[config.mk]
export PLATFORM = sky130hd
export DESIGN_NAME = switch_traffic_stats
export DESIGN_NICKNAME = d
export VERILOG_FILES = /design/src/rtl/switch_traffic_stats.sv
export SDC_FILE = /design/constraint.sdc
export NUM_CORES = 2
export LEC_CHECK = 0
export ABC_CLOCK_PERIOD_IN_PS = 4500
export CAP_MARGIN = 0
export CORE_MARGIN = 2
export CORE_UTILIZATION = 59
export CTS_BUF_LIST = sky130_fd_sc_hd__clkbuf_4
export DETAILED_ROUTE_END_ITERATION = 8
export PLACE_DENSITY_LB_ADDON = 0.25
export SYNTH_ARGS = -nofsm -noshare
export SYNTH_HDL_FRONTEND = slang
export SYNTH_HIERARCHICAL = 1
export SYNTH_SLANG_ARGS = --single-unit
[constraint.sdc]
create_clock -name clk -period 4.5 [get_ports clk]
set_input_delay 0.675 -clock clk [delete_from_list [all_inputs] [get_ports clk]]
set_output_delay 0.675 -clock clk [all_outputs]
set_load 0.05 [all_outputs]
[src/rtl/switch_traffic_stats.sv]
// Per-port and global traffic accounting for the N-port switch.
// Each port lane keeps weighted accepted/dropped counts and a delivered count.
// The top tracks the global in-flight count, the sticky error flags and a
// one-cycle-latency read port over the snapshot registers.

module switch_traffic_stats_lane #(
  parameter int NUM_PORTS = 4,
  parameter int CNT_W     = 32,
  parameter int WW        = 3
) (
  input  logic                 clk,
  input  logic                 rst_n,
  input  logic                 clear,
  input  logic                 snap,
  input  logic                 in_valid,
  input  logic                 in_full,
  input  logic [NUM_PORTS-1:0] in_target,
  input  logic                 out_valid,
  output logic [WW-1:0]        acc_w,
  output logic                 sat,
  output logic [CNT_W-1:0]     acc_s,
  output logic [CNT_W-1:0]     drop_s,
  output logic [CNT_W-1:0]     dlv_s
);
  logic [CNT_W-1:0] acc, drop, dlv;
  logic [WW-1:0]    w, drop_w;
  logic [CNT_W:0]   acc_sum, drop_sum, dlv_sum;

  // Event weight is the fan-out of the target mask; the carry bit of each sum flags saturation.
  always_comb begin
    w = '0;
    for (int i = 0; i < NUM_PORTS; i++) w = w + WW'(in_target[i]);
    acc_w    = (in_valid && !in_full) ? w : '0;
    drop_w   = (in_valid &&  in_full) ? w : '0;
    acc_sum  = {1'b0, acc}  + (CNT_W+1)'(acc_w);
    drop_sum = {1'b0, drop} + (CNT_W+1)'(drop_w);
    dlv_sum  = {1'b0, dlv}  + (CNT_W+1)'(out_valid);
    sat      = acc_sum[CNT_W] | drop_sum[CNT_W] | dlv_sum[CNT_W];
  end

  // Saturating live counters; the snapshot takes the pre-update values.
  always_ff @(posedge clk or negedge rst_n) begin
    if (!rst_n) begin
      acc <= '0; drop <= '0; dlv <= '0;
      acc_s <= '0; drop_s <= '0; dlv_s <= '0;
    end else if (clear) begin
      acc <= '0; drop <= '0; dlv <= '0;
      acc_s <= '0; drop_s <= '0; dlv_s <= '0;
    end else begin
      acc  <= acc_sum[CNT_W]  ? '1 : acc_sum[CNT_W-1:0];
      drop <= drop_sum[CNT_W] ? '1 : drop_sum[CNT_W-1:0];
      dlv  <= dlv_sum[CNT_W]  ? '1 : dlv_sum[CNT_W-1:0];
      if (snap) begin
        acc_s <= acc; drop_s <= drop; dlv_s <= dlv;
      end
    end
  end
endmodule

module switch_traffic_stats #(
  parameter int NUM_PORTS = 4,
  parameter int CNT_W     = 32
) (
  input  logic                           clk,
  input  logic                           rst_n,
  input  logic [NUM_PORTS-1:0]           in_valid,
  input  logic [NUM_PORTS-1:0]           in_full,
  input  logic [NUM_PORTS*NUM_PORTS-1:0] in_target,
  input  logic [NUM_PORTS-1:0]           out_valid,
  input  logic                           clear,
  input  logic                           snap,
  input  logic                           rd_en,
  input  logic [$clog2(NUM_PORTS)-1:0]   rd_port,
  input  logic [1:0]                     rd_sel,
  output logic                           rd_valid,
  output logic [CNT_W-1:0]               rd_data,
  output logic [CNT_W-1:0]               in_flight,
  output logic                           idle,
  output logic                           err_underflow,
  output logic                           err_sat
);
  localparam int PW = $clog2(NUM_PORTS);
  localparam int WW = $clog2(NUM_PORTS+1);
  localparam int SW = $clog2(NUM_PORTS*NUM_PORTS+1);
  localparam int IW = CNT_W + SW + 1;

  logic [NUM_PORTS-1:0][WW-1:0]    acc_w;
  logic [NUM_PORTS-1:0]            lane_sat;
  logic [NUM_PORTS-1:0][CNT_W-1:0] acc_s, drop_s, dlv_s;
  logic [CNT_W-1:0]                snap_if, rd_mux;
  logic [SW-1:0]                   acc_tot, dlv_cnt;
  logic signed [IW-1:0]            if_next;
  logic                            if_uf, if_ov;

  for (genvar p = 0; p < NUM_PORTS; p++) begin : g_lane
    switch_traffic_stats_lane #(.NUM_PORTS(NUM_PORTS), .CNT_W(CNT_W), .WW(WW)) u_lane (
      .clk       (clk),
      .rst_n     (rst_n),
      .clear     (clear),
      .snap      (snap),
      .in_valid  (in_valid[p]),
      .in_full   (in_full[p]),
      .in_target (in_target[p*NUM_PORTS +: NUM_PORTS]),
      .out_valid (out_valid[p]),
      .acc_w     (acc_w[p]),
      .sat       (lane_sat[p]),
      .acc_s     (acc_s[p]),
      .drop_s    (drop_s[p]),
      .dlv_s     (dlv_s[p])
    );
  end

  // Net in-flight change in a wide signed domain so underflow and overflow both show up.
  always_comb begin
    acc_tot = '0;
    dlv_cnt = '0;
    for (int p = 0; p < NUM_PORTS; p++) begin
      acc_tot = acc_tot + SW'(acc_w[p]);
      dlv_cnt = dlv_cnt + SW'(out_valid[p]);
    end
    if_next = IW'(in_flight) + IW'(acc_tot) - IW'(dlv_cnt);
    if_uf   = if_next[IW-1];
    if_ov   = !if_next[IW-1] && (|if_next[IW-2:CNT_W]);
  end

  // Snapshot read mux; a port index with no lane behind it reads as zero.
  always_comb begin
    rd_mux = '0;
    if (rd_sel == 2'd3) rd_mux = snap_if;
    else begin
      for (int p = 0; p < NUM_PORTS; p++) begin
        if (rd_port == PW'(p)) begin
          case (rd_sel)
            2'd0:    rd_mux = acc_s[p];
            2'd1:    rd_mux = drop_s[p];
            default: rd_mux = dlv_s[p];
          endcase
        end
      end
    end
  end

  assign idle = (in_flight == '0) && !(|in_valid) && !(|out_valid);

  // Global in-flight count, sticky flags and the registered read port.
  always_ff @(posedge clk or negedge rst_n) begin
    if (!rst_n) begin
      in_flight     <= '0;
      snap_if       <= '0;
      err_underflow <= 1'b0;
      err_sat       <= 1'b0;
      rd_valid      <= 1'b0;
      rd_data       <= '0;
    end else if (clear) begin
      in_flight     <= '0;
      snap_if       <= '0;
      err_underflow <= 1'b0;
      err_sat       <= 1'b0;
      rd_valid      <= rd_en;
      rd_data       <= '0;
    end else begin
      in_flight     <= if_uf ? '0 : (if_ov ? '1 : if_next[CNT_W-1:0]);
      if (snap) snap_if <= in_flight;
      err_underflow <= err_underflow | if_uf;
      err_sat       <= err_sat | if_ov | (|lane_sat);
      rd_valid      <= rd_en;
      if (rd_en) rd_data <= rd_mux;
    end
  end
endmodule

==> impl_metrics.csv <==
group,metric,value,unit
run_status,run_status,"finished, violations left",
run_status,failed_checks,"setup timing",
clock_network,ctsLongestPathBuffers,3,
power,p_per_area,431,nW/µm²
finish,final_nets,5113,
setup_path,worst-r2r-setup-slack,-190,ps
placed_design,dpl.hpwl,95200,µm
floorplanning,pin_count,105,
logic_synthesis,ys_types,87,
finish,nFillCells,6357,
clock_network,clock-sinks,867,
timing,totalNegativeSetupSlack,-23260,ps
setup_path,timing.critical_path.to_type,"flop",
logic_synthesis,share_of_the_yosys_chip_area_belonging_to_registers,46.2,%
floorplanning,rows,103,
grt,grt_start_max_net_pins,169,
grt,grt_usage,33.2,%
logic_synthesis,synthesis.nets,4906,
clock_network,worstSkewPairLatency,1130,ps
grt,grt_pass1_wl,212000,µm
power,leakage,24.1,nW
floorplanning,die_x,286,µm
timing,clock_skews,92.2,ps
timing,timing.final.hold_violations,0,
timing,fmaxAchievable,0.191,GHz
clock_network,cts.root.buffer_cell,"sky130_fd_sc_hd__clkbuf_4",
placed_design,place_ws,-2280,ps
timing,layout_worst_path_cycle_share,116,%
grt,grtUsageMet1,44.3,%
logic_synthesis,synth_seq_cells,867,
grt,global_route.overflow_total,0,
logic_synthesis,ys_warn_count,6,
floorplanning,die_span_y,286,µm
finish,final_cells,6121,
grt,met3_grt_util,7.17,%
setup_path,critPathMaxFanout,9,
hold_path,hp-class,"primary input to flop",
floorplanning,area_enclosed_by_the_die_boundary,81800,µm²
logic_synthesis,synth_area_per_cell,10.0,µm²
drt,drt-initial-drc-count,3647,
timing,final_period_minus_worst_setup_slack,5230,ps
grt,antenna_found_initial,6,
drt,drt_drc_violations_left,0,
timing,timing.max_slew.rel_slack,12.9,%
drt,drt_pass1_iterations,6,
run,maxCapViolations,0,
clock_network,htree_levels,4,
setup_path,timing.critical_path.from_type,"primary input",
placed_design,detailed_place.area,49600,µm²
timing,fin_worst_setup_slack,-730,ps
logic_synthesis,synth-main-ff-cell,"sky130_fd_sc_hd__dfrtp_1",
grt,grt_busiest_layer,"met2",
placed_design,io_buffer_count,104,
drt,postRouteAntennaNets,0,
drt,detail_route.wl_per_cell,22.1,µm
timing,slew_violations,0,
grt,grt_pass1_vias,36700,
drt,via_per_inst,6.18,
drt,detail_route.wirelength,135000,µm
timing,finalSetupViolCount,34,
logic_synthesis,postSynthCellCount,4696,
setup_path,setup_cp_type,"primary input to flop",
floorplanning,initial_core_util,59.5,%
finish,final_design_area_no_fill,52600,µm²
clock_network,tritoncts_clock_tree,"done",
setup_path,critPathRequiredTime,5450,ps
setup_path,cp_data_arrival_time,6180,ps
timing,worst_pin_slew,1290,ps
clock_network,cts_inserted_buffers,225,
placed_design,gp_congestion,0.992,
finish,synthToLayoutAreaGrowth,12.1,%
timing,rsz0062_at_grt,"yes",
drt,num_vias,37800,
placed_design,dpl.cell_count,5718,
floorplanning,core_region_area,78900,µm²
finish,drive_gt1_share,13.5,%
grt,gr-usage-met2,51.5,%
clock_network,cts.clk_slew.worst_paths,60,ps
logic_synthesis,synth-edff-count,0,
power,ir_drop,0.525,mV
logic_synthesis,syn_area,46900,µm²
logic_synthesis,postSynth.asyncResetShare,100,%
layer usage:
layer  part of all wire [%]  up-vias
met4                    5.3        4
met1                     41    18800
met3                    7.1      309
li1                       -    17300
met2                     47     1372
met5                  0.021        -
sequential cells by signal, summed over array words and instances (netlist names), 32 cells and up:
signal	flops
in_flight	32
g_lane.u_lane/acc_s	128
g_lane.u_lane/drop	128
rd_data	32
g_lane.u_lane/dlv_s	128
snap_if	32
g_lane.u_lane/dlv	128
g_lane.u_lane/drop_s	128
g_lane.u_lane/acc	128
synthesized netlist by cell type (14+ instances only):
| master | count | area share [%] |
|---|---|---|
| sky130_fd_sc_hd__nand3_1 | 156 | 1.7 |
| sky130_fd_sc_hd__o21ai_1 | 38 | 0.41 |
| sky130_fd_sc_hd__a21oi_2 | 32 | 0.60 |
| sky130_fd_sc_hd__nand2_1 | 180 | 1.4 |
| sky130_fd_sc_hd__nor4_1 | 37 | 0.49 |
| sky130_fd_sc_hd__mux2i_1 | 520 | 11 |
| sky130_fd_sc_hd__and4_1 | 43 | 0.80 |
| sky130_fd_sc_hd__buf_2 | 25 | 0.27 |
| sky130_fd_sc_hd__inv_1 | 163 | 1.3 |
| sky130_fd_sc_hd__o211ai_1 | 31 | 0.50 |
| sky130_fd_sc_hd__or4_1 | 37 | 0.59 |
| sky130_fd_sc_hd__nor2b_1 | 21 | 0.28 |
| sky130_fd_sc_hd__or3_1 | 24 | 0.32 |
| sky130_fd_sc_hd__fa_1 | 28 | 1.2 |
| sky130_fd_sc_hd__mux4_2 | 20 | 0.96 |
| sky130_fd_sc_hd__nand4_1 | 118 | 1.6 |
| sky130_fd_sc_hd__o22ai_1 | 30 | 0.40 |
| sky130_fd_sc_hd__a21o_1 | 22 | 0.35 |
| sky130_fd_sc_hd__o21ai_0 | 55 | 0.59 |
| sky130_fd_sc_hd__dfrtp_1 | 867 | 46 |
| sky130_fd_sc_hd__buf_1 | 41 | 0.33 |
| sky130_fd_sc_hd__nor3_1 | 73 | 0.78 |
| sky130_fd_sc_hd__clkbuf_1 | 207 | 1.7 |
| sky130_fd_sc_hd__o31ai_1 | 34 | 0.54 |
| sky130_fd_sc_hd__nand2b_1 | 20 | 0.27 |
| sky130_fd_sc_hd__a22oi_1 | 14 | 0.22 |
| sky130_fd_sc_hd__a21oi_1 | 456 | 4.9 |
| sky130_fd_sc_hd__and3_1 | 61 | 0.81 |
| sky130_fd_sc_hd__ha_1 | 145 | 3.9 |
| sky130_fd_sc_hd__xor2_1 | 124 | 2.3 |
| sky130_fd_sc_hd__a31oi_1 | 71 | 0.95 |
| sky130_fd_sc_hd__a211oi_1 | 29 | 0.46 |
| sky130_fd_sc_hd__xnor2_1 | 139 | 2.6 |
| sky130_fd_sc_hd__nor2_1 | 605 | 4.8 |
| sky130_fd_sc_hd__and2_1 | 38 | 0.51 |
kinds of logic (layout without fill, tap and decap cells):
| kind of cell | Yosys count | after routing | synth area share, % |
|---|---|---|---|
| DFF | 867 | 867 | 46.2 |
| adders and majority gates | 173 | 173 | 5.06 |
| muxes | 552 | 552 | 12.3 |
| AOI/OAI and AO/OA | 898 | 898 | 11.6 |
| and+or+nand+nor | 1487 | 1487 | 15.9 |
| xor gates and xnor gates | 264 | 264 | 4.94 |
| other | 0 | 6 | 0 |
| buffers and inverters | 455 | 824 | 3.92 |
worst max-delay path, stage by stage:
cell	delay, ps
sky130_fd_sc_hd__buf_6	90
sky130_fd_sc_hd__fa_1	590
sky130_fd_sc_hd__ha_2	210
sky130_fd_sc_hd__ha_4	200
sky130_fd_sc_hd__and2_4	180
sky130_fd_sc_hd__fa_2	540
sky130_fd_sc_hd__fa_1	440
sky130_fd_sc_hd__fa_2	550
sky130_fd_sc_hd__inv_2	40
sky130_fd_sc_hd__fa_2	380
sky130_fd_sc_hd__inv_2	70
sky130_fd_sc_hd__ha_4	130
sky130_fd_sc_hd__inv_2	30
sky130_fd_sc_hd__fa_2	340
sky130_fd_sc_hd__nor2b_2	150
sky130_fd_sc_hd__o211ai_1	110
sky130_fd_sc_hd__a21boi_2	230
sky130_fd_sc_hd__a211oi_4	110
sky130_fd_sc_hd__o21ai_2	170
sky130_fd_sc_hd__a41oi_2	140
sky130_fd_sc_hd__o21ai_2	270
sky130_fd_sc_hd__xnor2_4	230
sky130_fd_sc_hd__clkbuf_16	250
sky130_fd_sc_hd__a21oi_2	50
timing repair:
| item | in CTS | in global routing |
|---|---|---|
| pin swaps | 33 | 34 |
| setup endpoints to repair | 34 | 34 |
| resized for setup | 62 | 8 |
| setup buffers | 1 | 4 |
| endpoints found under the hold margin | 110 | 0 |
| hold buffers | 2 | 0 |
| gates cloned | 1 | 0 |
cell usage in the layout (no fill, tap or decap), types with 84 or more instances in the layout:
cell	n
sky130_fd_sc_hd__nand4_1	118
sky130_fd_sc_hd__xnor2_1	138
sky130_fd_sc_hd__inv_1	157
sky130_fd_sc_hd__ha_1	135
sky130_fd_sc_hd__a21oi_1	454
sky130_fd_sc_hd__buf_4	141
sky130_fd_sc_hd__nand2_1	180
sky130_fd_sc_hd__nand3_1	156
sky130_fd_sc_hd__xor2_1	124
sky130_fd_sc_hd__clkdlybuf4s50_1	84
sky130_fd_sc_hd__clkbuf_4	339
sky130_fd_sc_hd__mux2i_1	520
sky130_fd_sc_hd__dfrtp_1	867
sky130_fd_sc_hd__nor2_1	604
through the flow:
step / total power, W / utilization, % / hold slack [ps]
floorplan: 0.0134 / - / 379
global placement: 0.0154 / 62.9 / 495
detailed placement: 0.0155 / 62.9 / 508
CTS: 0.0227 / 66.6 / 61.6
global route: 0.0240 / 66.7 / 116
finish: 0.0227 / 66.7 / 159
path summary, 6_finish.rpt:
check	start	end	cells after the start
worst max-delay path	in_target[8]	in_flight[2]	24
worst min-delay path	rd_en	rd_data[16]	3
worst max register to register	in_flight[0]	in_flight[2]	21
worst min register to register	g_lane[2].u_lane/acc[2]	g_lane[2].u_lane/acc_s[2]	2
max in group asynchronous	rst_n	g_lane[1].u_lane/acc_s[8]	3
min in group asynchronous	rst_n	g_lane[0].u_lane/drop_s[20]	2
power breakdown:
| group | internal [W] | switching, W | leakage (nW) | total (W) |
|---|---|---|---|---|
| Clock | 0.00353 | 0.00336 | 1.69 | 0.00688 |
| Sequential | 0.00799 | 0.000234 | 12.0 | 0.00823 |
| Combinational | 0.00313 | 0.00446 | 10.4 | 0.00759 |
| Total | 0.0147 | 0.00805 | 24.1 | 0.0227 |
final cells by class:
class	instances	area [µm²]	area share, %
multi-input combinational	3374	23600	44.8
sequential	867	21700	41.2
timing repair buffer	271	2560	4.86
clock buffer	339	2540	4.84
tap	1050	1310	2.50
inverter	164	621	1.18
clock inverter	50	289	0.549
antenna	6	15.0	0.0285
(Power assumes the default switching activity.)
==> RTL edit: new RTL, config.mk and constraints unchanged <==
`CNT_W` is set to 32 in 2 places; all go to 36.
--- a/src/rtl/switch_traffic_stats.sv
+++ b/src/rtl/switch_traffic_stats.sv
@@ -5,7 +5,7 @@
 
 module switch_traffic_stats_lane #(
   parameter int NUM_PORTS = 4,
-  parameter int CNT_W     = 32,
+  parameter int CNT_W     = 36,
   parameter int WW        = 3
 ) (
   input  logic                 clk,
@@ -59,7 +59,7 @@
 
 module switch_traffic_stats #(
   parameter int NUM_PORTS = 4,
-  parameter int CNT_W     = 32
+  parameter int CNT_W     = 36
 ) (
   input  logic                           clk,
   input  logic                           rst_n,
Ports: changed (resized in_flight and rd_data); port bits go from 105 to 113. No check against the original RTL was run, so the function may have changed too.
==> RTL edit against the unedited design <==
The flow still finishes with violations (negative setup slack). Fmax fell by 1.5%. Worst setup slack got worse by 0.078 ns. Area after synthesis rose by 13%. Total power rose by 16%. Sequential cell count rose by 108. Clock skew fell by 0.00064 ns. Die area rose by 13%. Wire length rose by 11%. Sequential share of layout area fell by 0.34 points. Design area rose by 13%. First-iteration DRC count rose by 7.6%. Global-route usage fell by 0.80 points. Critical endpoint is now in_flight[9]. Largest cell class unchanged.
==> RTL edit: results (changes against the unedited design) <==
<table>
<tr><th>Metric</th><th>Value</th></tr>
<tr><th colspan="2">Place</th></tr>
<tr><td>Cell Area, Placed</td><td>55900 sq um (+13%)</td></tr>
<tr><th colspan="2">Hold path</th></tr>
<tr><td>Hold path endpoint</td><td>g_lane[3].u_lane/dlv_s[15]</td></tr>
<tr><th colspan="2">Power and ir drop</th></tr>
<tr><td>Maximum vdd drop</td><td>0.397 mV (-25%)</td></tr>
<tr><th colspan="2">GRT</th></tr>
<tr><td>Number of antenna violations at the first check in global routing</td><td>4 (-2)</td></tr>
<tr><td>Global-route wire length before repair</td><td>236 mm (+11%)</td></tr>
<tr><td>Maximum number of pins on one net before global-route repair</td><td>149 (-12%)</td></tr>
<tr><th colspan="2">Critical path</th></tr>
<tr><td>CP arrival</td><td>6.33 ns (+0.15 ns)</td></tr>
<tr><td>Setup crit start</td><td>in_target[9]</td></tr>
<tr><td>Launch point of the worst reg-to-reg path</td><td>in_flight[1]</td></tr>
<tr><td>FF-to-FF End</td><td>in_flight[9]</td></tr>
<tr><td>Max stage delay cell, worst path</td><td>sky130_fd_sc_hd__fa_2</td></tr>
<tr><td>Flop2flop setup slack</td><td>-0.34 ns (-0.15 ns)</td></tr>
<tr><td>Slowest stage delay, CP</td><td>0.63 ns (+0.04 ns)</td></tr>
<tr><td>Maximum fanout count along the critical path</td><td>6 (-3)</td></tr>
<tr><th colspan="2">Routing</th></tr>
<tr><td>Vias per std cell</td><td>6.13 (-0.82%)</td></tr>
<tr><td>DRC violation total after the first TritonRoute iteration</td><td>3923 (+7.6%)</td></tr>
<tr><th colspan="2">Synthesis</th></tr>
<tr><td>Post-synth net total</td><td>5471 (+12%)</td></tr>
<tr><td>Unique cell type count in the Yosys netlist</td><td>93 (+6.9%)</td></tr>
<tr><td>Cells after Synth</td><td>5247 (+12%)</td></tr>
<tr><th colspan="2">Clock tree</th></tr>
<tr><td>Number of buffers added by the clock tree synthesis step</td><td>283 (+26%)</td></tr>
<tr><th colspan="2">STA</th></tr>
<tr><td>Final count of negative-setup-slack endpoints</td><td>38 (+12%)</td></tr>
<tr><td>Min setup slack post-route</td><td>-0.808 ns (-0.0778 ns)</td></tr>
<tr><th colspan="2">Status</th></tr>
<tr><td>Violated checks</td><td>negative setup slack</td></tr>
<tr><td>Run status</td><td>complete, but fails checks</td></tr>
<tr><th colspan="2">Layout</th></tr>
<tr><td>Non-filler instance count after layout</td><td>6843 (+12%)</td></tr>
<tr><td>Layout Nets</td><td>5718 (+12%)</td></tr>
</table>
[RTL edit: cell count changes in the layout (fill, tap and decap cells not counted), sizes merged, moves of 30 or more]
| cell | before | now |
|---|---|---|
| clkbuf | 342 | 428 |
| and3 | 67 | 108 |
| a22oi | 14 | 76 |
| xor2 | 124 | 180 |
| nor4 | 42 | 78 |
| nand2 | 182 | 240 |
| a31oi | 71 | 35 |
| buf | 178 | 208 |
| o21ai | 96 | 144 |
| dfrtp | 867 | 975 |
| mux2i | 520 | 618 |
| xnor2 | 140 | 190 |
[RTL edit: layout make-up]
cell class	instances	area [sq um]
clock inverters	41	290
flip-flops and latches	975	24400
fillers	6991	29000
clock buffers	419	3150
multi-input cells	3765	26700
well taps	1165	1460
diodes	9	22.5
repair buffers	314	3080
inverters	155	584
[RTL edit: routing by layer]
layer	up-vias	global-route usage [%]
li1	19200	-
met1	20700	43.2
met2	1669	51.0
met3	373	7.48
met4	4	14.2
met5	-	1.03
[RTL edit: worst min-delay path, stage by stage]
cell and delay, ns:
sky130_fd_sc_hd__buf_8 0.33, sky130_fd_sc_hd__mux2i_1 0.22, sky130_fd_sc_hd__nor2_1 0.08
[RTL edit: cell families (layout without fill, tap and decap cells)]
| family | Yosys count | in the layout |
|---|---|---|
| simple gates | 1646 | 1646 |
| flops | 975 | 975 |
| compound gates | 910 | 910 |
| mux | 652 | 652 |
| buf+inv | 507 | 929 |
| xor+xnor | 370 | 370 |
| fa+ha+maj | 187 | 187 |
| other cells | 0 | 9 |
[RTL edit: worst max path at each step]
stage	slack, ns	end	cells past startpoint
floorplan	-1.51	in_flight[15]	22
global placement	-2.43	in_flight[22]	22
detailed placement	-2.52	in_flight[22]	22
CTS	-0.99	in_flight[11]	25
global route	-0.93	in_flight[32]	23
finish	-0.81	in_flight[9]	23
